--- src/rtl/serial_display_driver_if.sv ---
// Bus bundle for serial_display_driver: parallel frame words, refresh request and
// the registered serial/status outputs.
interface serial_display_driver_if #(
  parameter int WIDTH    = 16,
  parameter int CHANNELS = 1
);
  logic [CHANNELS*WIDTH-1:0] pdata;
  logic                      refresh_req;
  logic                      busy;
  logic                      frame_done;
  logic                      sck;
  logic [CHANNELS-1:0]       sdat;
  logic                      oe;

  modport master (
    output pdata, refresh_req,
    input  busy, frame_done, sck, sdat, oe
  );

  modport slave (
    input  pdata, refresh_req,
    output busy, frame_done, sck, sdat, oe
  );
endinterface

--- src/rtl/serial_display_driver.sv ---
// Serial display driver: periodically (or on request) shifts CHANNELS words out on a
// shared sck. Optional macro SERIAL_DISPLAY_PENDING_REQ_EN queues a request seen mid-frame.
module serial_display_driver #(
  parameter int          WIDTH     = 16,
  parameter int          CHANNELS  = 1,
  parameter int          DELAY     = 12,
  parameter int          HALF      = 1,
  parameter int          DIRECTION = 1,
  parameter int unsigned ONTIME    = (2 ** DELAY) - 1
) (
  input  logic                  clk,
  input  logic                  rst,
  serial_display_driver_if.slave bus
);

  localparam int BW = $clog2(WIDTH) + 1;
  localparam int PW = (HALF > 1) ? $clog2(HALF) : 1;
  localparam logic [DELAY-1:0] CNT_MAX  = {DELAY{1'b1}};
  localparam logic [BW-1:0]    LAST_BIT = BW'(WIDTH - 1);
  localparam logic [PW-1:0]    LAST_PH  = PW'(HALF - 1);

  typedef enum logic {IDLE = 1'b0, SHIFT = 1'b1} state_t;

  state_t                    state_q, state_d;
  logic [DELAY-1:0]          cnt_q, cnt_d;
  logic [CHANNELS*WIDTH-1:0] data_q, data_d;
  logic [BW-1:0]             bit_q, bit_d;
  logic [PW-1:0]             ph_q, ph_d;
  logic                      sck_q, sck_d;
  logic [CHANNELS-1:0]       sdat_q, sdat_d;
  logic                      busy_q, busy_d;
  logic                      fd_q, fd_d;
  logic                      oe_q, oe_d;
  logic                      pend_q, pend_d;

  // Bit k of every channel word, taken in shift order.
  function automatic logic [CHANNELS-1:0] pick_bits(input logic [CHANNELS*WIDTH-1:0] words,
                                                    input logic [BW-1:0] k);
    logic [BW-1:0] pos;
    pos = (DIRECTION != 0) ? (LAST_BIT - k) : k;
    for (int c = 0; c < CHANNELS; c++) begin
      pick_bits[c] = words[c*WIDTH + int'(pos)];
    end
  endfunction

  function automatic logic on_window(input logic [DELAY-1:0] c);
    on_window = (32'(c) < ONTIME);
  endfunction

  // Next-state and next-output logic.
  always_comb begin
    state_d = state_q;
    cnt_d   = cnt_q;
    data_d  = data_q;
    bit_d   = bit_q;
    ph_d    = ph_q;
    sck_d   = sck_q;
    sdat_d  = sdat_q;
    busy_d  = busy_q;
    fd_d    = 1'b0;
    oe_d    = oe_q;
    pend_d  = pend_q;
    case (state_q)
      IDLE: begin
        // A pending request restarts straight out of the frame_done cycle.
        if ((cnt_q == CNT_MAX) || bus.refresh_req || pend_q) begin
          state_d = SHIFT;
          data_d  = bus.pdata;
          cnt_d   = {DELAY{1'b0}};
          bit_d   = {BW{1'b0}};
          ph_d    = {PW{1'b0}};
          sck_d   = 1'b0;
          sdat_d  = pick_bits(bus.pdata, {BW{1'b0}});
          busy_d  = 1'b1;
          oe_d    = 1'b0;
          pend_d  = 1'b0;
        end else begin
          cnt_d = cnt_q + DELAY'(1'b1);
          oe_d  = on_window(cnt_d);
        end
      end
      SHIFT: begin
`ifdef SERIAL_DISPLAY_PENDING_REQ_EN
        pend_d = pend_q | bus.refresh_req;
`else
        pend_d = 1'b0;
`endif
        if (ph_q != LAST_PH) begin
          ph_d = ph_q + PW'(1'b1);
        end else begin
          ph_d = {PW{1'b0}};
          if (!sck_q) begin
            sck_d = 1'b1;
          end else if (bit_q != LAST_BIT) begin
            bit_d  = bit_q + BW'(1'b1);
            sck_d  = 1'b0;
            sdat_d = pick_bits(data_q, bit_d);
          end else begin
            state_d = IDLE;
            sck_d   = 1'b0;
            busy_d  = 1'b0;
            fd_d    = 1'b1;
            oe_d    = on_window(cnt_q);
          end
        end
      end
      default: begin
        state_d = IDLE;
      end
    endcase
  end

  // State and output registers with synchronous reset.
  always_ff @(posedge clk) begin
    if (rst) begin
      state_q <= IDLE;
      cnt_q   <= CNT_MAX;
      data_q  <= {(CHANNELS*WIDTH){1'b0}};
      bit_q   <= {BW{1'b0}};
      ph_q    <= {PW{1'b0}};
      sck_q   <= 1'b0;
      sdat_q  <= {CHANNELS{1'b0}};
      busy_q  <= 1'b0;
      fd_q    <= 1'b0;
      oe_q    <= 1'b0;
      pend_q  <= 1'b0;
    end else begin
      state_q <= state_d;
      cnt_q   <= cnt_d;
      data_q  <= data_d;
      bit_q   <= bit_d;
      ph_q    <= ph_d;
      sck_q   <= sck_d;
      sdat_q  <= sdat_d;
      busy_q  <= busy_d;
      fd_q    <= fd_d;
      oe_q    <= oe_d;
      pend_q  <= pend_d;
    end
  end

  assign bus.busy       = busy_q;
  assign bus.frame_done = fd_q;
  assign bus.sck        = sck_q;
  assign bus.sdat       = sdat_q;
  assign bus.oe         = oe_q;

endmodule
--- src/flat_wrapper.sv ---
// flat-port wrapper written by rule: the top's interface ports become plain ports
module serial_display_driver_flat 
#(
  parameter int          WIDTH     = 16,
  parameter int          CHANNELS  = 1,
  parameter int          DELAY     = 12,
  parameter int          HALF      = 1,
  parameter int          DIRECTION = 1,
  parameter int unsigned ONTIME    = (2 ** DELAY) - 1
)
  (clk, rst, bus_pdata, bus_refresh_req, bus_busy, bus_frame_done, bus_sck, bus_sdat, bus_oe);
  serial_display_driver_if #(.WIDTH(WIDTH), .CHANNELS(CHANNELS)) bus_i ();
  input  logic clk;
  input  logic rst;
  input wire logic [$bits(bus_i.pdata)-1:0] bus_pdata;
  input wire logic [$bits(bus_i.refresh_req)-1:0] bus_refresh_req;
  output wire logic [$bits(bus_i.busy)-1:0] bus_busy;
  output wire logic [$bits(bus_i.frame_done)-1:0] bus_frame_done;
  output wire logic [$bits(bus_i.sck)-1:0] bus_sck;
  output wire logic [$bits(bus_i.sdat)-1:0] bus_sdat;
  output wire logic [$bits(bus_i.oe)-1:0] bus_oe;
  assign bus_i.pdata = bus_pdata;
  assign bus_i.refresh_req = bus_refresh_req;
  assign bus_busy = bus_i.busy;
  assign bus_frame_done = bus_i.frame_done;
  assign bus_sck = bus_i.sck;
  assign bus_sdat = bus_i.sdat;
  assign bus_oe = bus_i.oe;
  serial_display_driver #(.WIDTH(WIDTH), .CHANNELS(CHANNELS), .DELAY(DELAY), .HALF(HALF), .DIRECTION(DIRECTION), .ONTIME(ONTIME)) u_core (.clk(clk), .rst(rst), .bus(bus_i));
endmodule
--- config.mk ---
export PLATFORM = sky130hd
export DESIGN_NAME = serial_display_driver_flat
export DESIGN_NICKNAME = d
export VERILOG_FILES = /design/src/rtl/serial_display_driver_if.sv /design/src/rtl/serial_display_driver.sv /design/src/flat_wrapper.sv
export SDC_FILE = /design/constraint.sdc
export NUM_CORES = 1
export LEC_CHECK = 0
export ABC_CLOCK_PERIOD_IN_PS = 1800
export CELL_PAD_IN_SITES_DETAIL_PLACEMENT = 0
export CELL_PAD_IN_SITES_GLOBAL_PLACEMENT = 1
export CORE_MARGIN = 1
export CORE_UTILIZATION = 37
export DETAILED_ROUTE_END_ITERATION = 8
export GPL_TIMING_DRIVEN = 0
export PLACE_DENSITY = 0.72
export SLEW_MARGIN = 5
export SYNTH_ARGS = -nofsm -noshare
export SYNTH_HDL_FRONTEND = slang
export SYNTH_SLANG_ARGS = --single-unit
export TNS_END_PERCENT = 1
--- constraint.sdc ---
create_clock -name clk -period 1.8 [get_ports clk]
set_input_delay 0.36 -clock clk [delete_from_list [all_inputs] [get_ports clk]]
set_output_delay 0.36 -clock clk [all_outputs]
set_load 0.02 [all_outputs]
Word-level counts from Yosys, hierarchy flattened --
Cells that the tools add are included.
Storage, ports and cells: bits of input ports 19, register bits 41, output and inout bits 5, word-level logic and storage cells 71
Cells by class: $add $sub $neg 4, muxes and demuxes 36, equal/unequal tests 7, bitwise gates (word level) 2, reduce and logical (&&, ||, !) cells 8, magnitude comparators 3
Operators by type and width (count):
- less-than comparator 12 bit (second input constant) | 2
- 2-to-1 mux 1 bit | 22
- 2-to-1 mux 5 bit | 4
- case mux 1 bit (2 select lines) | 7
- adder 12 x 1 -> 12 bit (second input constant) | 1
- == test 12 bit (second input constant) | 1
- 2-to-1 mux 12 bit | 1
- case mux 5 bit (2 select lines) | 1
- != test 2 bit (second input constant) | 4
- AND reduction 4 bit | 2
- adder 5 x 1 -> 5 bit (second input constant) | 1
- less-than comparator 5 bit (second input constant) | 1
- != test 5 x 4 -> 1 bit (second input constant) | 1
- subtractor 4 x 5 -> 5 bit (first input constant) | 1
- binary-select mux 1 bit (select 4 bit) | 1
- AND reduction 2 bit | 2
- OR reduction 4 bit | 1
- AND reduction 3 bit | 1
- logical OR 1 bit | 2
- != test 2 x 1 -> 1 bit (second input constant) | 1
- NOT 1 bit | 2
- adder 1 bit (second input constant) | 1

Longest topological paths before layout --
Gate-level depths: netlist (run 1).
depth after elaboration 8, gate-level depth with buffers 9

Least setup slack after synthesis (run 1) --
OpenSTA, ideal clock, no wires.
kind flip-flop to flip-flop, start reg u_core.bit_q[1], end reg u_core.bit_q[3], arrival 1.742 ns, period minus slack after synthesis 1.833 ns, setup slack -0.033 ns, required time 1.709 ns, stages on the path, launching flop included 9, library setup time 0.091 ns, cells stage by stage dfxtp_1 ha_1 and3_1 ha_1 or2_2 clkbuf_1 nor2_1 nor2_1 a311oi_1
Between the ends: word-level cells in the longest chain between the ends 5
RTL lines:
- start, declared | line serial_display_driver.sv:27 | logic [BW-1:0] bit_q, bit_d;
- start signal, assigned | line serial_display_driver.sv:119 | bit_q <= {BW{1'b0}};
- start signal, assigned | line serial_display_driver.sv:131 | bit_q <= bit_d;
- adder 5 x 1 -> 5 bit | line serial_display_driver.sv:95 | bit_d = bit_q + BW'(1'b1);
- 2-to-1 mux 5 bit | line serial_display_driver.sv:94 | end else if (bit_q != LAST_BIT) begin
- 2-to-1 mux 5 bit | line serial_display_driver.sv:92 | if (!sck_q) begin
- 2-to-1 mux 5 bit | line serial_display_driver.sv:88 | if (ph_q != LAST_PH) begin
- case mux 5 bit (2 select lines) | line serial_display_driver.sv:63 | case (state_q)
Several ways; a longest one is shown, not always the timed one. The select of a mux whose other input is x is not followed. A chain may end at the register's enable or synchronous reset.

Worst setup path after layout (run 1) --
start reg u_core.cnt_q[0], end reg u_core.data_q[12]
Between the ends: word-level cells in the longest chain between the ends 4
RTL lines:
- start, declared | line serial_display_driver.sv:25 | logic [DELAY-1:0] cnt_q, cnt_d;
- start signal, assigned | line serial_display_driver.sv:129 | cnt_q <= cnt_d;
- == test 12 bit | line serial_display_driver.sv:66 | if ((cnt_q == CNT_MAX) || bus.refresh_req || pend_q) begin
- logical OR 1 bit (2 in series) | line serial_display_driver.sv:66
- AND reduction 2 bit (no line)
- end signal, assigned | line serial_display_driver.sv:118 | data_q <= {(CHANNELS*WIDTH){1'b0}};
- end signal, assigned | line serial_display_driver.sv:130 | data_q <= data_d;
- end, declared | line serial_display_driver.sv:26 | logic [CHANNELS*WIDTH-1:0] data_q, data_d;
No other way between the ends.

==> impl_metrics.csv, run 1 <==
group,metric,value,unit
yosys,synth_area_leaders,"dfxtp_1, nand2_1, a21oi_1",
yosys,yosys_warnings,0,
place,gp_congestion,0.788,
worst_setup_path,cp.arrival,1.97,ns
global_route,overflow,0,
cells_and_area,drive_above_1_share,18.8,%
worst_setup_path,reg2reg_from,"u_core.cnt_q[0]",
yosys,synth.most_common_cell,"nand2_1",
yosys,synth-seq-cells,39,
worst_setup_path,cp_slowest_stage_delay,0.40,ns
yosys,syn_area,2000,um2
route,drtIter0Drc,56,
sta,fin_crit,1.80,ns
min_path,hp-start,"u_core.data_q[4]",
worst_setup_path,cp-start-kind,"flip-flop",
clock_network,root_buffer,"clkbuf_8",
floorplan,core_region_area,5140,um2
floorplan,die_y,75.5,um
pwr,peakVddDrop,0.492,mV
worst_setup_path,slowest_stage,"dfxtp_2",
yosys,synthTopCellsByCount,"nand2_1, dfxtp_1, a21oi_1",
sta,rsz0062_at_grt,"yes",
cells_and_area,fin_nets,293,
place,pre_cts_ws,-0.404,ns
worst_setup_path,path_cells,"ha_4, and3_4, a31oi_4, or2_4, buf_6, buf_6, nand2_1, a21oi_1",
outcome,outcome,"completed",
yosys,synth_ff_type,"dfxtp_1",
yosys,ys_types,47,
job,drv_cap,0,
route,drc_errors,0,
worst_setup_path,path_class,"flip-flop to flip-flop",
floorplan,num_rows,26,
place,port_buffers,23,
global_route,grt_pass1_wl,8100,um
floorplan,start_util,38.9,%
clock_network,cts_tree,"yes",
yosys,syn-num-nets,259,
yosys,synth_area_per_cell,8.47,um2
worst_setup_path,critical_path_required,1.97,ns
global_route,grt_pass1_vias,1637,
clock_network,clk_latency,0.29,ns
sta,fin_crit_sh,99.8,%
sta,fin_ws,0.00384,ns
worst_setup_path,critPathCaptureType,"flip-flop",
route,vias_per_cell,5.25,
clock_network,path_clk_slew,0.08,ns
yosys,yosysSeqAreaShare,39.1,%
clock_network,cts_sinks,39,
min_path,min_path_type,"flip-flop to flip-flop",
clock_network,cts_buffers,5,
sta,fmax,557,MHz
worst_setup_path,worstPathMaxFanout,10,
yosys,syn_inst,236,
sta,finalMaxSlewViolations,0,
yosys,yosys.area.top_type_share,39.1,%
sta,worst_slew_pin_slew,0.511,ns
route,vias,1791,
sta,whs,0.456,ns
yosys,synth-edff-count,0,
cells_and_area,antenna-diode-count,0,
global_route,grt_use_total,19.3,%
sta,finalHoldViolCount,0,
worst_setup_path,crit_top_cell,"buf_6",
pwr,p_per_area,894,nW/um2
sta,finalClockSkew,0.00632,ns
route,first_pass_iters,4,
clock_network,cts-htree-levels,2,
pwr,power.leakage,0.000967,uW
floorplan,io_pins,24,
route,wl_per_cell,14.7,um
clock_network,clockBufferDepth,2,
route,drt_wl_total,5000,um
route,final_antenna_net_count,0,
clock_network,ctsHoldBuffers,0,
floorplan,dieArea,5700,um2
floorplan,dieWidth,75.5,um
yosys,synth_area_leader_cell,"dfxtp_1",
sta,relSlewSlack,65.9,%
cells_and_area,finish.utilization,50.8,%
cells_and_area,syn_to_final_growth,30.7,%
worst_setup_path,crit_path_start,"u_core.cnt_q[0]",
global_route,antenna_found_initial,0,
yosys,synthArstFlopShare,0,%
sta,setup_viol,0,
place,dp_hpwl,3420,um
global_route,grt_max_degree,14,
worst paths after layout:
kind / to / slack [ns] / cells past startpoint
hold reg to reg: u_core.data_q[4] / 0.46 / 2
setup reg to reg: u_core.data_q[12] / 0.004 / 8
setup / recovery: u_core.data_q[12] / 0.004 / 8
hold / removal: u_core.data_q[4] / 0.46 / 2
area by class of cell:
class / instances / area [um2]
multi-input cells: 176 / 1200
clock buffers: 5 / 68.8
plain buffers: 15 / 111
well taps: 70 / 87.6
flip-flops and latches: 39 / 791
repair buffers: 27 / 260
clock inverters: 3 / 67.6
fillers: 552 / 2530
inverters: 6 / 22.5
what timing repair did:
item,in CTS,in global routing
gates cloned,0,1
setup buffers,2,1
resized for setup,18,20
pin swaps,2,6
setup endpoints to repair,32,23
power by group:
part	switching (uW)	internal (uW)
Combinational	246	218
Sequential	64.1	926
Clock	330	553
Total	640	1700
through the flow:
step                std cells  TNS, ns  instance area, um2  total power (uW)
floorplan                 236        0                2000              1280
global placement          329    -6.51                2320              1420
detailed placement        329    -6.00                2320              1430
CTS                       339   -0.213                2550              2340
global route              341   -0.810                2610              2460
finish                    341        0                2610              2340
worst max-delay path, delay by kind of cell (launching register included):
kind,cells,cell delay (ns)
DFF,1,0.40
adders and majority gates,1,0.18
AOI/OAI and AO/OA,2,0.22
and+or+nand+nor,3,0.60
buffers and inverters,2,0.27
logic make-up after synthesis:
logic type	count (synthesis)	share of synthesized area (%)
compound gates	68	23.0
xor+xnor	3	1.32
simple gates	95	22.4
mux	6	6.20
fa+ha+maj	4	2.50
flops	39	39.1
buf+inv	21	5.51
cell usage in the layout, fill, tap and decap left out, drive strengths merged, types with 2 or more instances in the layout:
cell	synthesis	layout
or2	3	3
a221o	4	4
and4	2	2
o311ai	5	5
o21a	2	2
nand3	5	5
bufinv	0	2
a311oi	2	2
nor2b	2	2
a32oi	2	2
nand2b	2	2
a21o	4	4
nand2	47	47
inv	6	6
a21oi	27	27
o21bai	2	2
mux4	5	5
clkbuf	7	12
ha	4	4
o21ai	9	9
nor3	3	3
a31oi	5	5
xnor2	2	2
buf	8	12
dfxtp	39	39
nor3b	3	3
nor2	16	16
clkdlybuf4s50	0	22
nand4	3	3
and3	5	5
state kept, by name, indices dropped and copies added, names as in the netlist:
signal,count
u_core.bit_q,5
u_core.bus.sdat,1
u_core.bus.oe,1
u_core.bus.sck,1
u_core.data_q,16
u_core.cnt_q,12
u_core.bus.frame_done,1
u_core.bus.busy,1
u_core.state_q,1
routing by layer:
layer  track usage, %  share of wire [%]  up-vias
met1             24.3                 46      836
met5                0                  0        -
met3             5.16                3.2        5
met4             5.76               0.76        0
met2             32.3                 50       29
li1                 -                  -      921
(Power assumes the default switching activity.)
==> run 2: changes to the inputs <==
--- a/config.mk
+++ b/config.mk
@@ -9,8 +9,9 @@
 export CELL_PAD_IN_SITES_DETAIL_PLACEMENT = 0
 export CELL_PAD_IN_SITES_GLOBAL_PLACEMENT = 1
 export CORE_MARGIN = 1
-export CORE_UTILIZATION = 37
+export CORE_UTILIZATION = 42
 export DETAILED_ROUTE_END_ITERATION = 8
+export DONT_BUFFER_PORTS = 1
 export GPL_TIMING_DRIVEN = 0
 export PLACE_DENSITY = 0.72
 export SLEW_MARGIN = 5
==> impl_metrics.csv, run 2 (synthesized netlist as in run 1, its figures left out) <==
group,metric,value,unit
route,wl_met3,205,um
clock_network,ctsHoldBuffers,0,
route,vias_per_cell,5.96,
worst_setup_path,ff2ff_setup_slack,0.03,ns
sta,setup_viol,0,
cells_and_area,final_cell_mix,"nand2_1, dfxtp_1, a21oi_1, nor2_1",
floorplan,io_pins,24,
route,vias,1825,
floorplan,start_util,44.7,%
route,highest_layer,"met4",
clock_network,cts_tree,"yes",
worst_setup_path,cp.arrival,1.94,ns
route,final_antenna_net_count,0,
sta,fin_ws,0.0288,ns
worst_setup_path,critical_path_required,1.97,ns
clock_network,cts_sinks,39,
cells_and_area,fin_nets,276,
sta,fin_crit,1.77,ns
cells_and_area,finish.utilization,54.6,%
pwr,p_per_area,909,nW/um2
place,gp_congestion,0.788,
global_route,antenna_found_initial,0,
clock_network,clk_latency,0.30,ns
global_route,grt_pass1_wl,8380,um
cells_and_area,final_common_cell,"nand2_1",
global_route,overflow,0,
cells_and_area,drive_above_1_share,26.4,%
place,dp_hpwl,3570,um
clock_network,cts-htree-levels,2,
sta,finalMaxSlewViolations,0,
route,wl_per_cell,17.0,um
min_path,min_path_type,"primary input to flip-flop",
route,drtIter0Drc,133,
sta,rsz0062_at_grt,"yes",
pwr,power.leakage,0.000907,uW
sta,relSlewSlack,63.7,%
floorplan,core_region_area,4470,um2
min_path,min_path_cells,2,
worst_setup_path,reg2reg_to,"u_core.data_q[7]",
clock_network,path_clk_slew,0.08,ns
cells_and_area,largestRegisters,"u_core.data_q (16), u_core.cnt_q (12), u_core.bit_q (5)",
sta,fin_crit_sh,98.4,%
route,met2WireLength,2690,um
min_path,hold_end,"u_core.data_q[15]",
outcome,outcome,"completed",
cells_and_area,largest-register,"u_core.data_q",
floorplan,num_rows,24,
clock_network,root_buffer,"clkbuf_8",
cells_and_area,syn_to_final_growth,22.4,%
cells_and_area,antenna-diode-count,0,
floorplan,dieArea,5040,um2
worst_setup_path,worstPathMaxFanout,6,
floorplan,dieWidth,71.0,um
place,placed_area,2070,um2
worst_setup_path,cp-start-kind,"flip-flop",
sta,finalClockSkew,0.00520,ns
global_route,grt_max_degree,13,
cells_and_area,largest_reg_flops,16,
place,pre_cts_ws,-0.300,ns
floorplan,die_y,71.0,um
pwr,total_power,2220,uW
route,drt_wl_total,5200,um
min_path,hp-start,"bus_pdata[15]",
pwr,peakVddDrop,0.428,mV
sta,whs,0.189,ns
sta,finalHoldViolCount,0,
clock_network,clockBufferDepth,2,
global_route,grt_use_total,21.5,%
sta,worst_slew_pin_slew,0.544,ns
global_route,grt_pass1_vias,1746,
worst_setup_path,critPathCaptureType,"flip-flop",
sta,fmax,565,MHz
cells_and_area,num-fill-cells,425,
route,first_pass_iters,5,
worst_setup_path,reg2reg_from,"u_core.cnt_q[1]",
worst_setup_path,r2r_cells,8,
clock_network,cts_buffers,5,
job,drv_cap,0,
worst_setup_path,path_class,"flip-flop to flip-flop",
route,drc_errors,0,
route,wl_met1,2250,um
place,port_buffers,0,
cells_and_area,fin_area,2440,um2
## run 2: changes by cell type in the layout (fill, tap and decap cells not counted), moves of 2 or more
| cell | previous run | this run |
|---|---|---|
| dfxtp_2 | 5 | 8 |
| clkdlybuf4s50_1 | 22 | 0 |
| dfxtp_4 | 1 | 3 |
| a21oi_2 | 1 | 4 |
| dfxtp_1 | 33 | 28 |
| a21oi_1 | 26 | 23 |
| buf_4 | 5 | 7 |
| buf_6 | 4 | 6 |
## run 2: layout make-up
type / count / area, um2 / area share, %
clock inverter: 2 / 35.0 / 1.43
inverter: 6 / 22.5 / 0.921
clock buffer: 6 / 82.6 / 3.38
buffer: 15 / 123 / 5.02
sequential: 39 / 802 / 32.8
timing repair buffer: 10 / 88.8 / 3.63
tap: 52 / 65.1 / 2.66
multi-input combinational: 176 / 1230 / 50.2
## run 2: stage by stage
step / cells / TNS (ns)
2_1_floorplan: 236 / 0
3_3_place_gp: 288 / -3.58
3_5_place_dp: 288 / -4.50
4_1_cts: 296 / -0.185
5_1_grt: 306 / -0.215
6_report: 306 / 0
## run 2: how the worst max path moves through the flow
stage | end | cells after the start | slack, ns | start
6_report | u_core.data_q[7] | 8 | 0.03 | u_core.cnt_q[1]
2_1_floorplan | u_core.data_q[6] | 8 | 0.004 | u_core.cnt_q[0]
5_1_grt | u_core.data_q[10] | 8 | -0.04 | u_core.cnt_q[1]
4_1_cts | u_core.bit_q[1] | 7 | -0.06 | u_core.bit_q[1]
3_3_place_gp | u_core.bus.oe | 7 | -0.29 | u_core.bit_q[1]
3_5_place_dp | u_core.bus.oe | 7 | -0.30 | u_core.bit_q[1]
## run 2: routing by layer
metal / GRT usage [%] / vias to the layer above
li1: - / 884
met1: 25.0 / 897
met2: 37.7 / 36
met3: 6.41 / 8
met4: 7.33 / 0
met5: 0 / -
## run 2: power breakdown
group / leakage (uW) / total, uW / switching [uW] / internal [uW]
logic: 0.000524 / 444 / 238 / 206
clock network: 0.0000612 / 774 / 325 / 449
registers: 0.000322 / 1010 / 78.0 / 928
## run 2: repair_timing
action | 4_1_cts | 5_1_grt
hold endpoints to repair | 0 | 0
pin swaps | 2 | 17
gates cloned | 0 | 2
buffers inserted | 0 | 8
resized for setup | 16 | 38
endpoints found under the setup margin | 34 | 21
## run 2: critical path, cell delays in order, from the launching register on
cell,delay [ns]
dfxtp_4,0.39
ha_4,0.16
and3_4,0.24
a31oi_4,0.16
or2_4,0.30
buf_6,0.14
buf_6,0.12
nand2_1,0.08
a21oi_2,0.05
